### config.mk
export PLATFORM = sky130hd
export DESIGN_NAME = ysyx_22040895_lsu
export DESIGN_NICKNAME = d
export VERILOG_FILES = /design/src/rtl/ysyx_22040895_lsu_pkg.sv /design/src/rtl/ysyx_22040895_lsu_align.sv /design/src/rtl/ysyx_22040895_lsu.sv
export SDC_FILE = /design/constraint.sdc
export NUM_CORES = 1
export LEC_CHECK = 0
export CORE_AREA = 2 2 159 161
export CTS_CLUSTER_DIAMETER = 80
export DETAILED_ROUTE_END_ITERATION = 10
export DIE_AREA = 0 0 161 163
export PLACE_DENSITY = 0.87
export SLEW_MARGIN = 5
export SYNTH_ARGS = -nofsm -noshare
export SYNTH_HDL_FRONTEND = slang
export SYNTH_SLANG_ARGS = --single-unit
### constraint.sdc
create_clock -name clk -period 8.02 [get_ports clk]
set_input_delay 1.604 -clock clk [delete_from_list [all_inputs] [get_ports clk]]
set_output_delay 1.604 -clock clk [all_outputs]
set_load 0.01 [all_outputs]
### src/rtl/ysyx_22040895_lsu_pkg.sv
// Shared types and constants for the load/store unit.
//   lsu_unit_e  : access size encoding as carried on req_unit_i
//   lsu_state_e : control FSM states
//   LsuTimeoutDefault : default bus timeout in cycles spent in REQ+WAIT
//   is_misaligned() : natural-alignment check for a given size and byte offset
package ysyx_22040895_lsu_pkg;

   typedef enum logic [1:0] {
      UnitByte  = 2'b00,
      UnitHalf  = 2'b01,
      UnitWord  = 2'b10,
      UnitDword = 2'b11
   } lsu_unit_e;

   typedef enum logic [1:0] {
      StIdle = 2'b00,
      StReq  = 2'b01,
      StWait = 2'b10,
      StResp = 2'b11
   } lsu_state_e;

   localparam int unsigned LsuTimeoutDefault = 255;

   function automatic logic is_misaligned(input lsu_unit_e unit, input logic [2:0] off);
      logic r;
      unique case (unit)
         UnitByte:  r = 1'b0;
         UnitHalf:  r = off[0];
         UnitWord:  r = |off[1:0];
         UnitDword: r = |off;
         default:   r = 1'b0;
      endcase
      return r;
   endfunction

endpackage

### src/rtl/ysyx_22040895_lsu_align.sv
// Combinational lane steering for the load/store unit.
// Ports:
//   i_unit       access size
//   i_unsigned   zero-extend load result (ignored for dword)
//   i_off        byte offset inside the 8-byte bus word
//   i_wdata      right-aligned store data
//   i_rdata      aligned 8-byte read data from the bus
//   o_wstrb      byte strobes for a store of this size/offset
//   o_wdata      store data moved to its byte lane
//   o_misaligned access does not fall on its natural boundary
//   o_rdata      addressed lanes of i_rdata, truncated and extended
module ysyx_22040895_lsu_align
   import ysyx_22040895_lsu_pkg::*;
#(
   parameter int unsigned XLEN = 64
) (
   input  lsu_unit_e        i_unit,
   input  logic             i_unsigned,
   input  logic [2:0]       i_off,
   input  logic [XLEN-1:0]  i_wdata,
   input  logic [XLEN-1:0]  i_rdata,
   output logic [7:0]       o_wstrb,
   output logic [XLEN-1:0]  o_wdata,
   output logic             o_misaligned,
   output logic [XLEN-1:0]  o_rdata
);

   logic [5:0]      w_shamt;
   logic [XLEN-1:0] w_rsh;

   assign w_shamt      = {i_off, 3'b000};
   assign o_wdata      = i_wdata << w_shamt;
   assign w_rsh        = i_rdata >> w_shamt;
   assign o_misaligned = is_misaligned(i_unit, i_off);

   always_comb begin
      o_wstrb = 8'h00;
      o_rdata = '0;
      unique case (i_unit)
         UnitByte: begin
            o_wstrb = 8'h01 << i_off;
            o_rdata = i_unsigned ? {{(XLEN-8){1'b0}}, w_rsh[7:0]}
                                 : {{(XLEN-8){w_rsh[7]}}, w_rsh[7:0]};
         end
         UnitHalf: begin
            o_wstrb = 8'h03 << i_off;
            o_rdata = i_unsigned ? {{(XLEN-16){1'b0}}, w_rsh[15:0]}
                                 : {{(XLEN-16){w_rsh[15]}}, w_rsh[15:0]};
         end
         UnitWord: begin
            o_wstrb = 8'h0F << i_off;
            o_rdata = i_unsigned ? {{(XLEN-32){1'b0}}, w_rsh[31:0]}
                                 : {{(XLEN-32){w_rsh[31]}}, w_rsh[31:0]};
         end
         UnitDword: begin
            o_wstrb = 8'hFF;
            o_rdata = w_rsh;
         end
         default: begin
            o_wstrb = 8'h00;
            o_rdata = '0;
         end
      endcase
   end

endmodule

### src/rtl/ysyx_22040895_lsu.sv
// Multi-cycle load/store unit: one core request becomes one aligned 64-bit bus
// transaction with a valid/ready handshake, followed by a one-cycle response.
// Ports:
//   clk, rst                     clock, synchronous active-high reset
//   req_*                        core request (valid/ready, we, size, unsigned, addr, wdata)
//   resp_valid_o/rdata_o/err_o   one-cycle completion with extended load data / error
//   busy_o                       core stall, includes the accept cycle
//   mem_valid_o .. mem_wstrb_o   bus request channel
//   mem_ready_i                  bus accepts request
//   mem_rvalid_i, mem_rdata_i    bus read data return
module ysyx_22040895_lsu
   import ysyx_22040895_lsu_pkg::*;
#(
   parameter int unsigned XLEN    = 64,
   parameter int unsigned TIMEOUT = LsuTimeoutDefault
) (
   input  logic             clk,
   input  logic             rst,
   input  logic             req_valid_i,
   output logic             req_ready_o,
   input  logic             req_we_i,
   input  logic [1:0]       req_unit_i,
   input  logic             req_unsigned_i,
   input  logic [XLEN-1:0]  req_addr_i,
   input  logic [XLEN-1:0]  req_wdata_i,
   output logic             resp_valid_o,
   output logic [XLEN-1:0]  resp_rdata_o,
   output logic             resp_err_o,
   output logic             busy_o,
   output logic             mem_valid_o,
   input  logic             mem_ready_i,
   output logic             mem_we_o,
   output logic [XLEN-1:0]  mem_addr_o,
   output logic [XLEN-1:0]  mem_wdata_o,
   output logic [7:0]       mem_wstrb_o,
   input  logic             mem_rvalid_i,
   input  logic [XLEN-1:0]  mem_rdata_i
);

   localparam int unsigned CntW = $clog2(TIMEOUT + 1);

   lsu_state_e      r_state;
   logic [CntW-1:0] r_cnt;
   logic            r_we;
   logic            r_uns;
   lsu_unit_e       r_unit;
   logic [XLEN-1:0] r_addr;
   logic [XLEN-1:0] r_wdata;
   logic [XLEN-1:0] r_rdata;
   logic            r_err;

   logic            w_idle;
   logic            w_accept;
   logic            w_req;
   logic            w_resp;
   logic            w_tmo;
   lsu_unit_e       w_unit;
   logic [2:0]      w_off;
   logic [7:0]      w_wstrb;
   logic [XLEN-1:0] w_wdata_sh;
   logic            w_mis;
   logic [XLEN-1:0] w_rext;

   // Every output is forced low while rst is high, including mid-operation.
   assign w_idle   = (r_state == StIdle) & ~rst;
   assign w_req    = (r_state == StReq)  & ~rst;
   assign w_resp   = (r_state == StResp) & ~rst;
   assign w_accept = w_idle & req_valid_i;

   // Last cycle of the REQ+WAIT budget; a handshake/rvalid in this cycle still wins.
   assign w_tmo = (r_cnt >= CntW'(TIMEOUT - 1));

   // In IDLE the aligner looks at the incoming request (misalignment check);
   // afterwards it works from the registered request.
   assign w_unit = (r_state == StIdle) ? lsu_unit_e'(req_unit_i) : r_unit;
   assign w_off  = (r_state == StIdle) ? req_addr_i[2:0] : r_addr[2:0];

   ysyx_22040895_lsu_align #(
      .XLEN (XLEN)
   ) u_align (
      .i_unit       (w_unit),
      .i_unsigned   (r_uns),
      .i_off        (w_off),
      .i_wdata      (r_wdata),
      .i_rdata      (mem_rdata_i),
      .o_wstrb      (w_wstrb),
      .o_wdata      (w_wdata_sh),
      .o_misaligned (w_mis),
      .o_rdata      (w_rext)
   );

   assign req_ready_o  = w_idle;
   assign busy_o       = ~rst & ((r_state != StIdle) | w_accept);
   assign resp_valid_o = w_resp;
   assign resp_rdata_o = w_resp ? r_rdata : '0;
   assign resp_err_o   = w_resp & r_err;
   assign mem_valid_o  = w_req;
   assign mem_we_o     = w_req & r_we;
   assign mem_addr_o   = w_req ? {r_addr[XLEN-1:3], 3'b000} : '0;
   assign mem_wdata_o  = (w_req & r_we) ? w_wdata_sh : '0;
   assign mem_wstrb_o  = (w_req & r_we) ? w_wstrb : 8'h00;

   always_ff @(posedge clk) begin
      if (rst) begin
         r_state <= StIdle;
         r_cnt   <= '0;
         r_we    <= 1'b0;
         r_uns   <= 1'b0;
         r_unit  <= UnitByte;
         r_addr  <= '0;
         r_wdata <= '0;
         r_rdata <= '0;
         r_err   <= 1'b0;
      end else begin
         unique case (r_state)
            StIdle: begin
               if (w_accept) begin
                  r_we    <= req_we_i;
                  r_uns   <= req_unsigned_i;
                  r_unit  <= lsu_unit_e'(req_unit_i);
                  r_addr  <= req_addr_i;
                  r_wdata <= req_wdata_i;
                  r_rdata <= '0;
                  r_cnt   <= '0;
                  if (w_mis) begin
                     r_err   <= 1'b1;
                     r_state <= StResp;
                  end else begin
                     r_err   <= 1'b0;
                     r_state <= StReq;
                  end
               end
            end
            StReq: begin
               if (mem_ready_i) begin
                  r_cnt   <= r_cnt + CntW'(1);
                  r_state <= r_we ? StResp : StWait;
               end else if (w_tmo) begin
                  r_err   <= 1'b1;
                  r_state <= StResp;
               end else begin
                  r_cnt <= r_cnt + CntW'(1);
               end
            end
            StWait: begin
               if (mem_rvalid_i) begin
                  r_rdata <= w_rext;
                  r_state <= StResp;
               end else if (w_tmo) begin
                  r_err   <= 1'b1;
                  r_state <= StResp;
               end else begin
                  r_cnt <= r_cnt + CntW'(1);
               end
            end
            StResp: begin
               r_state <= StIdle;
            end
            default: r_state <= StIdle;
         endcase
      end
   end

endmodule

Word-level counts from Yosys, hierarchy flattened
Index checks and enable logic that the tools add are counted.
{ "classes": {"addsub": 1, "order_cmp": 1, "n_eq_ne": 10, "n_shift": 5, "n_mux": 33, "bitwise": 9, "n_reduce_logical": 11} }
{ "op_table": {"columns": ["cell", "count"], "rows": [
  ["$mux 64", 8],
  ["$pmux 64 s4", 1],
  ["$pmux 64 s2", 1],
  ["$shl 64x6->64", 1],
  ["$shr 64x6->64", 1],
  ["$mux 8", 5],
  ["$pmux 8 s4", 1],
  ["$pmux 8 s3", 1],
  ["$mux 2", 6],
  ["$add 8x1->8 const B", 1],
  ["$eq 2x2->1 const B", 4],
  ["$ge 8x8->1 const B", 1],
  ["$ne 2x2->1 const B", 4],
  ["$pmux 2 s4", 1],
  ["$shl 1x3->8 const A", 1],
  ["$shl 2x3->8 const A", 1],
  ["$shl 4x3->8 const A", 1],
  ["$and 1x1->1", 7],
  ["$mux 1", 6],
  ["$reduce_and 3->1", 2],
  ["$eq 2x1->1 const B", 2],
  ["$logic_not 2->1", 2],
  ["$pmux 1 s4", 1],
  ["$reduce_and 4->1", 1],
  ["9 further kinds", 10]
]} }
{ "word_totals": {"ff_bits": 207, "output_inout_bits": 206} }

Depth between registers and ports, before layout
Gate-level depths: netlist (run 1).
{ "logic_depth": {"depth_word": 7, "mapped_depth": 14, "ltp_nobuf": 10} }

Hierarchy
From an unflattened synthesis (run 1), not the netlist that was laid out.
{ "hier_totals": {"cells_unflattened": 1785, "area_unflattened_um2": 14249.9} }
{ "modules_own_cells": {"columns": ["mod", "instances", "cells_per_inst", "area_each_um2", "seq_area_each_um2"], "rows": [
  ["ysyx_22040895_lsu", 1, 1202, 9455.3, 4144.0],
  ["ysyx_22040895_lsu_align", 1, 583, 4794.6, 0.0]
]} }

Least setup slack after synthesis (run 1)
No wires, ideal clock.
{ "synth_path": {"path_kind": "input to output", "start": "input req_addr_i[1]", "end": "output mem_wdata_o[63]", "arrival_ps": 3334, "slack_ps": 3082, "path_stages": 7, "n_path_buf": 3, "cell_sequence": "mux2i_1 > buf_2 > buf_1 > buf_2 > mux2i_1 > nand2_1 > a21oi_1"} }
{ "synth_via": {"elab_chain_cells": 3} }
{ "synth_lines": {"columns": ["item", "line_no", "rtl"], "rows": [
  ["start: declaration", "ysyx_22040895_lsu.sv:24", "input logic [XLEN-1:0] req_addr_i,"],
  ["$mux 3", "ysyx_22040895_lsu.sv:76", "assign w_off = (r_state == StIdle) ? req_addr_i[2:0] : r_addr[2:0];"],
  ["$shl 64x6->64", "ysyx_22040895_lsu_align.sv:32", "assign o_wdata = i_wdata << w_shamt;"],
  ["$mux 64", "ysyx_22040895_lsu.sv:100", "assign mem_wdata_o = (w_req & r_we) ? w_wdata_sh : '0;"],
  ["end: declaration", "ysyx_22040895_lsu.sv:34", "output logic [XLEN-1:0] mem_wdata_o,"]
]} }
Every way passes these cells.

Worst setup path in the final report (run 1)
{ "layout_path": {"start": "input rst", "end": "output mem_wstrb_o[2]"} }
{ "layout_via": {"elab_chain_cells": 4} }
{ "layout_lines": {"columns": ["item", "line_no", "rtl"], "rows": [
  ["start: declaration", "ysyx_22040895_lsu.sv:18", "input logic rst,"],
  ["$not 1->1", "ysyx_22040895_lsu.sv:66", "assign w_req = (r_state == StReq) & ~rst;"],
  ["$and 1x1->1", "ysyx_22040895_lsu.sv:66", null],
  ["$and 1x1->1", "ysyx_22040895_lsu.sv:101", "assign mem_wstrb_o = (w_req & r_we) ? w_wstrb : 8'h00;"],
  ["$mux 8", "ysyx_22040895_lsu.sv:101", null],
  ["end: declaration", "ysyx_22040895_lsu.sv:35", "output logic [7:0] mem_wstrb_o,"]
]} }
Every way passes these cells.

==> results of run 1 <==
## cell families after synthesis
| kind of cell | count (synthesis) | synth area share (%) |
|---|---|---|
| buffers and inverters | 155 | 5.14 |
| adder cells (fa/ha/maj) | 11 | 1.11 |
| AND/OR/NAND/NOR | 823 | 32.3 |
| XOR/XNOR | 4 | 0.283 |
| other | 1 | 0.0303 |
| flip-flops | 207 | 33.5 |
| multiplexers | 84 | 6.94 |
| AO/OA/AOI/OAI | 411 | 20.8 |
## how the worst max path moves through the flow
| stage | from | endpoint | slack [ps] | cells past startpoint |
|---|---|---|---|---|
| after CTS | rst | mem_wstrb_o[2] | 1750 | 7 |
| after floorplan | req_addr_i[1] | mem_wdata_o[63] | 3080 | 7 |
| final | rst | mem_wstrb_o[2] | 1680 | 7 |
| after global placement | rst | mem_wstrb_o[2] | 1910 | 7 |
| after detailed placement | rst | mem_wstrb_o[2] | 1770 | 7 |
| after global routing | rst | mem_wstrb_o[2] | 1500 | 7 |
## through the flow
stage / cells / cell area [um2]
2_1_floorplan: 1698 / 12400
3_3_place_gp: 2302 / 16400
3_5_place_dp: 2302 / 16400
4_1_cts: 2345 / 17300
5_1_grt: 2346 / 17300
6_report: 2346 / 17300
## registers in the layout (all words and copies together), names as in the netlist
name,flops
r_cnt,8
r_addr,64
r_rdata,64
r_unit,2
r_state,2
r_wdata,64
r_uns,1
r_err,1
r_we,1
## final cells by class
| cell class | instances | area share (%) |
|---|---|---|
| Antenna cell | 1 | 0.0145 |
| Clock inverter | 7 | 0.522 |
| Tap cell | 330 | 2.39 |
| Clock buffer | 36 | 4.27 |
| Multi-Input combinational cell | 1336 | 44.5 |
| Timing Repair Buffer | 419 | 24.0 |
| Sequential cell | 207 | 24.0 |
| Inverter | 10 | 0.217 |
## cell usage in the layout (no fill, tap or decap), drive strengths merged, types with 32 or more instances in the layout
cell	instances
mux2i	72
clkdlybuf4s50	402
o21ai	166
a21oi	78
nand2b	136
dfxtp	207
nand2	319
nand3	69
a221oi	32
clkbuf	36
nor2	106
and2	128
## worst min-delay path: stages (launching register included)
cell and delay, ps:
dfxtp_1 300, nand2_1 50, a21oi_1 50
## per-layer routing
metal | share of wire (%) | wire length, um
met1 | 39 | 18600
met2 | 46 | 21600
met5 | 0 | 0
met3 | 11 | 5030
met4 | 4.5 | 2110
## power breakdown
part           switching, mW  internal (mW)
combinational           1.23          0.653
clock                  0.445          0.696
sequential             0.113           1.17
==> run summary, run 1 <==
status -> finished clean
Final Util -> 70.0%
Std-Cell Rows -> 58
Final period util -> 79.1%
Routed wire per std cell -> 20.1 um
setup TNS -> 0 ps
CP Capture Type -> output pin
synth warn -> 0
Synth area leaders -> dfxtp_1, nand2_1, nand2b_1
Most Used Layer, Global Route -> met2
critical path arrival -> 4740 ps
WP buf/inv -> 3
leakage -> 6.48 nW
vias per inst -> 5.83
CP Cell Sequence -> buf_4 -> nand2b_1 -> or2_2 -> inv_1 -> nand2_1 -> o21ai_0 -> clkdlybuf4s50_1
Die ar. -> 0.0262 mm2
Final Critical Period -> 6340 ps
grt ovf -> 0
first-pass GRT wire length -> 71600 um
library cells used by synthesis -> 53
CP Launch Type -> input pin
Post-CTS Hold Fix Bufs -> 0
gp weighted congestion -> 1.01
top cells by instance count after synthesis -> nand2_1, dfxtp_1, o21ai_0
drt pass-1 iters -> 6
clock latency on the worst-skew pair -> 530 ps
Layout Skew -> 9.38 ps
Slew Limit Fails -> 0
Yosys top cell by area -> dfxtp_1
share of layout cells above drive strength 1 -> 4.02%
Resized cells post-CTS -> 0
CP Class -> input pin to output pin
Synth-to-Final Area Change -> 39.4%
sequential cell area fraction in the yosys report -> 33.5%
core area -> 0.0247 mm2
Ports -> 407
postcts setup bufs -> 0
Hold EP -> r_rdata[0]$_SDFFE_PP0P_
RSZ-0062 raised after global routing -> no
Slew headroom -> 19.8%
Routed WL -> 47300 um
drt drc -> 0
number of synthesized flops with an enable pin -> 0
Hold Path Stages -> 2
initial antenna violation count -> 1
worst-margin pin slew -> 1200 ps
WHS -> 454 ps
FMAX -> 0.158 GHz
r2r endpoint -> r_rdata[34]$_SDFFE_PP0P_
met3 usage -> 8.35%
port bufs -> 403
Final nets -> 2210
total number of vias -> 13700
total CTS buffers -> 24
TritonCTS clock tree -> done
worst r2r path cells -> 10
asr flop ratio synth -> 0%
hpwl dp -> 33900 um
met1 Use GR -> 43.0%
prevailing post-synth register cell -> dfxtp_1
Yosys reg bits -> 207
buffer depth of the longest clock path -> 3
footprint of the multi-input gates -> 0.00769 mm2
cell with the most instances after synthesis -> nand2_1
Critical Path RT -> 6420 ps
Peak VDD IR -> 176 uV
initial DRC count -> 1492
Post-Syn Area per Cell -> 7.30 um2
Synth top area share -> 33.5%
Final Setup Violations -> 0
worst min-delay path category -> flop to flop
Total Power -> 4.30 mW
RR Startpoint -> r_state[1]$_SDFFE_PP0N_
Slowest Stage Delay on Critical Path -> 700 ps
GRT Total Usage -> 34.3%
cell count after synthesis -> 1696
r2r setup slk -> 2610 ps
die height -> 163 um
Sequential Area -> 0.00414 mm2
Final WS setup -> 1680 ps
Starting Density -> 50.2%
Slowest-stage cell, CP -> nand2_1
vias in the first global route -> 12800
Setup WS pre-CTS -> 1770 ps
final hold vios -> 0
largest net degree at the start of global routing -> 101
Mapped Area -> 0.0124 mm2
cell area power density -> 249 mW/mm2
Chip Width -> 161 um
Filler cells -> 2006
hold_sp -> r_rdata[0]$_SDFFE_PP0P_
met2 GRT Util -> 56.3%
max cap viols -> 0
delay-heaviest family, CP -> simple AND/OR/NAND/NOR gates
crit path max fanout -> 96
Routed Antenna Nets -> 0
Clock Pin Slew Worst Setup and Hold Paths -> 60 ps
H-Tree Depth -> 1
CTS Root Cell -> clkbuf_16
CTS sink count -> 207
No activity file was read; power rests on OpenSTA's default activity.
==> run 2, diff against run 1 <==
--- a/config.mk
+++ b/config.mk
@@ -5,11 +5,11 @@
 export SDC_FILE = /design/constraint.sdc
 export NUM_CORES = 1
 export LEC_CHECK = 0
-export CORE_AREA = 2 2 159 161
+export CORE_AREA = 2 2 173 175
 export CTS_CLUSTER_DIAMETER = 80
 export DETAILED_ROUTE_END_ITERATION = 10
-export DIE_AREA = 0 0 161 163
-export PLACE_DENSITY = 0.87
+export DIE_AREA = 0 0 175 177
+export PLACE_DENSITY = 0.78
 export SLEW_MARGIN = 5
 export SYNTH_ARGS = -nofsm -noshare
 export SYNTH_HDL_FRONTEND = slang
==> constraint.sdc (replaced) <==
create_clock -name clk -period 5.28 [get_ports clk]
set_input_delay 1.056 -clock clk [delete_from_list [all_inputs] [get_ports clk]]
set_output_delay 1.056 -clock clk [all_outputs]
set_load 0.01 [all_outputs]
==> run 2 against run 1 <==
Die area increased by 18%. Worst setup slack got worse by 1200 ps. Sequential share of layout area decreased by 0.45 points. Via count decreased by 0.65%. Final cell count increased by 3.6%. Largest cell class unchanged. Utilization decreased by 9.8 points. Design area increased by 1.9%. Critical path type is now flop to output pin. Total power increased by 53%. First-iteration DRC count decreased by 0.94%. Sequential cell count unchanged. Routed wire length decreased by 1.4%. Highest routed layer is now met5.
==> run summary, run 2 (synthesis results as in run 1) <==
crit path max fanout -> 17
CTS Root Cell -> clkbuf_16
Critical Path RT -> 4220 ps
critical path arrival -> 3790 ps
worst-margin pin slew -> 1150 ps
CP Class -> flop to output pin
footprint of the multi-input gates -> 0.00769 mm2
status -> finished clean
Final period util -> 91.7%
Final Setup Violations -> 0
Filler cells -> 2654
Slew Limit Fails -> 0
first-pass GRT wire length -> 71600 um
drt drc -> 0
Slew headroom -> 23.5%
Ports -> 407
Largest regs -> r_addr (64), r_rdata (64), r_wdata (64)
TritonCTS clock tree -> done
Starting Density -> 42.3%
Peak VDD IR -> 264 uV
Routed WL -> 46600 um
Routed Antenna Nets -> 0
vias per inst -> 5.59
Die ar. -> 0.0310 mm2
worst min-delay path category -> flop to flop
Synth-to-Final Area Change -> 42.1%
most common cell after layout, fill and taps aside -> clkdlybuf4s50_1
most frequent cells in the layout -> clkdlybuf4s50_1, nand2_1, dfxtp_1, o21ai_0, nand2b_1
die height -> 177 um
max cap viols -> 0
hpwl dp -> 33800 um
Layout Skew -> 5.83 ps
CP Capture Type -> output pin
final hold vios -> 0
clock latency on the worst-skew pair -> 520 ps
CTS sink count -> 207
total number of vias -> 13600
Clock Pin Slew Worst Setup and Hold Paths -> 60 ps
setup TNS -> 0 ps
grt ovf -> 0
largest net degree at the start of global routing -> 111
Std-Cell Rows -> 63
Chip Width -> 175 um
WHS -> 448 ps
Final nets -> 2235
H-Tree Depth -> 1
leakage -> 6.62 nW
GRT Total Usage -> 28.8%
port bufs -> 403
CP Launch Type -> flop
Sequential Area -> 0.00414 mm2
gp weighted congestion -> 1.00
RSZ-0062 raised after global routing -> no
total CTS buffers -> 25
vias in the first global route -> 12900
FMAX -> 0.206 GHz
Final Util -> 60.2%
core area -> 0.0292 mm2
Final Critical Period -> 4840 ps
initial antenna violation count -> 4
initial DRC count -> 1478
share of layout cells above drive strength 1 -> 5.15%
buffer depth of the longest clock path -> 3
Routed wire per std cell -> 19.2 um
cell area power density -> 374 mW/mm2
drt pass-1 iters -> 6
==> run 2: changes by cell type in the layout (fill, tap and decap cells not counted), sizes merged <==
cell,previous run,this run
bufinv,2,3
clkbuf,36,37
buf,17,41
clkinv,3,2
==> run 2: path summary, 6_finish.rpt <==
check,start,end,slack (ps),cells after the start
max,r_state[1]$_SDFFE_PP0N_,mem_wdata_o[61],440,9
max reg2reg,r_state[1]$_SDFFE_PP0N_,r_rdata[43]$_SDFFE_PP0P_,850,11
min,r_rdata[0]$_SDFFE_PP0P_,r_rdata[0]$_SDFFE_PP0P_,450,2
min reg2reg,r_rdata[0]$_SDFFE_PP0P_,r_rdata[0]$_SDFFE_PP0P_,450,2
==> run 2: report_power, final <==
part / internal, mW / switching [mW] / leakage [nW]
Sequential: 1.77 / 0.164 / 1.69
Clock: 1.10 / 0.682 / 0.409
Combinational: 1.06 / 1.80 / 4.52
==> run 2: layout make-up <==
| cell class | count | area share [%] |
|---|---|---|
| diodes | 1 | 0.0142 |
| clock buffers | 37 | 4.15 |
| clock inverters | 7 | 0.654 |
| inverters | 10 | 0.213 |
| multi-input cells | 1336 | 43.7 |
| flip-flops and latches | 207 | 23.5 |
| well taps | 390 | 2.77 |
| repair buffers | 443 | 25.0 |
==> run 2: what timing repair did <==
action	CTS	global route
hold buffers	0	0
resized for setup	0	1
setup buffers	0	0
setup endpoints to repair	0	10
==> run 2: critical path: stages (launching register included) <==
cell and delay, ps:
dfxtp_1 360, inv_1 110, ha_2 520, mux2i_4 690, buf_4 250, mux2i_1 100, a21oi_1 320, nand2_1 100
a21oi_1 230, clkdlybuf4s50_1 590
==> run 2: stage by stage <==
stage / cell area (um2) / total power [mW] / cells / setup slack (ps)
final: 17600 / 6.58 / 2431 / 436
after detailed placement: 16700 / 4.75 / 2386 / 454
after floorplan: 12400 / 3.79 / 1698 / 1440
after global routing: 17600 / 6.92 / 2431 / 266
after CTS: 17600 / 6.54 / 2430 / 129
after global placement: 16700 / 4.69 / 2386 / 552
==> run 2: layer usage <==
metal / GRT usage [%] / vias up / share of wire, % / wire length (um)
met5: 0 / - / 0.073 / 34
met4: 10.9 / 6 / 3.7 / 1750
met3: 6.85 / 105 / 9.7 / 4510
met2: 46.3 / 735 / 45 / 20900
met1: 37.5 / 6301 / 42 / 19400
li1: - / 6452 / - / -
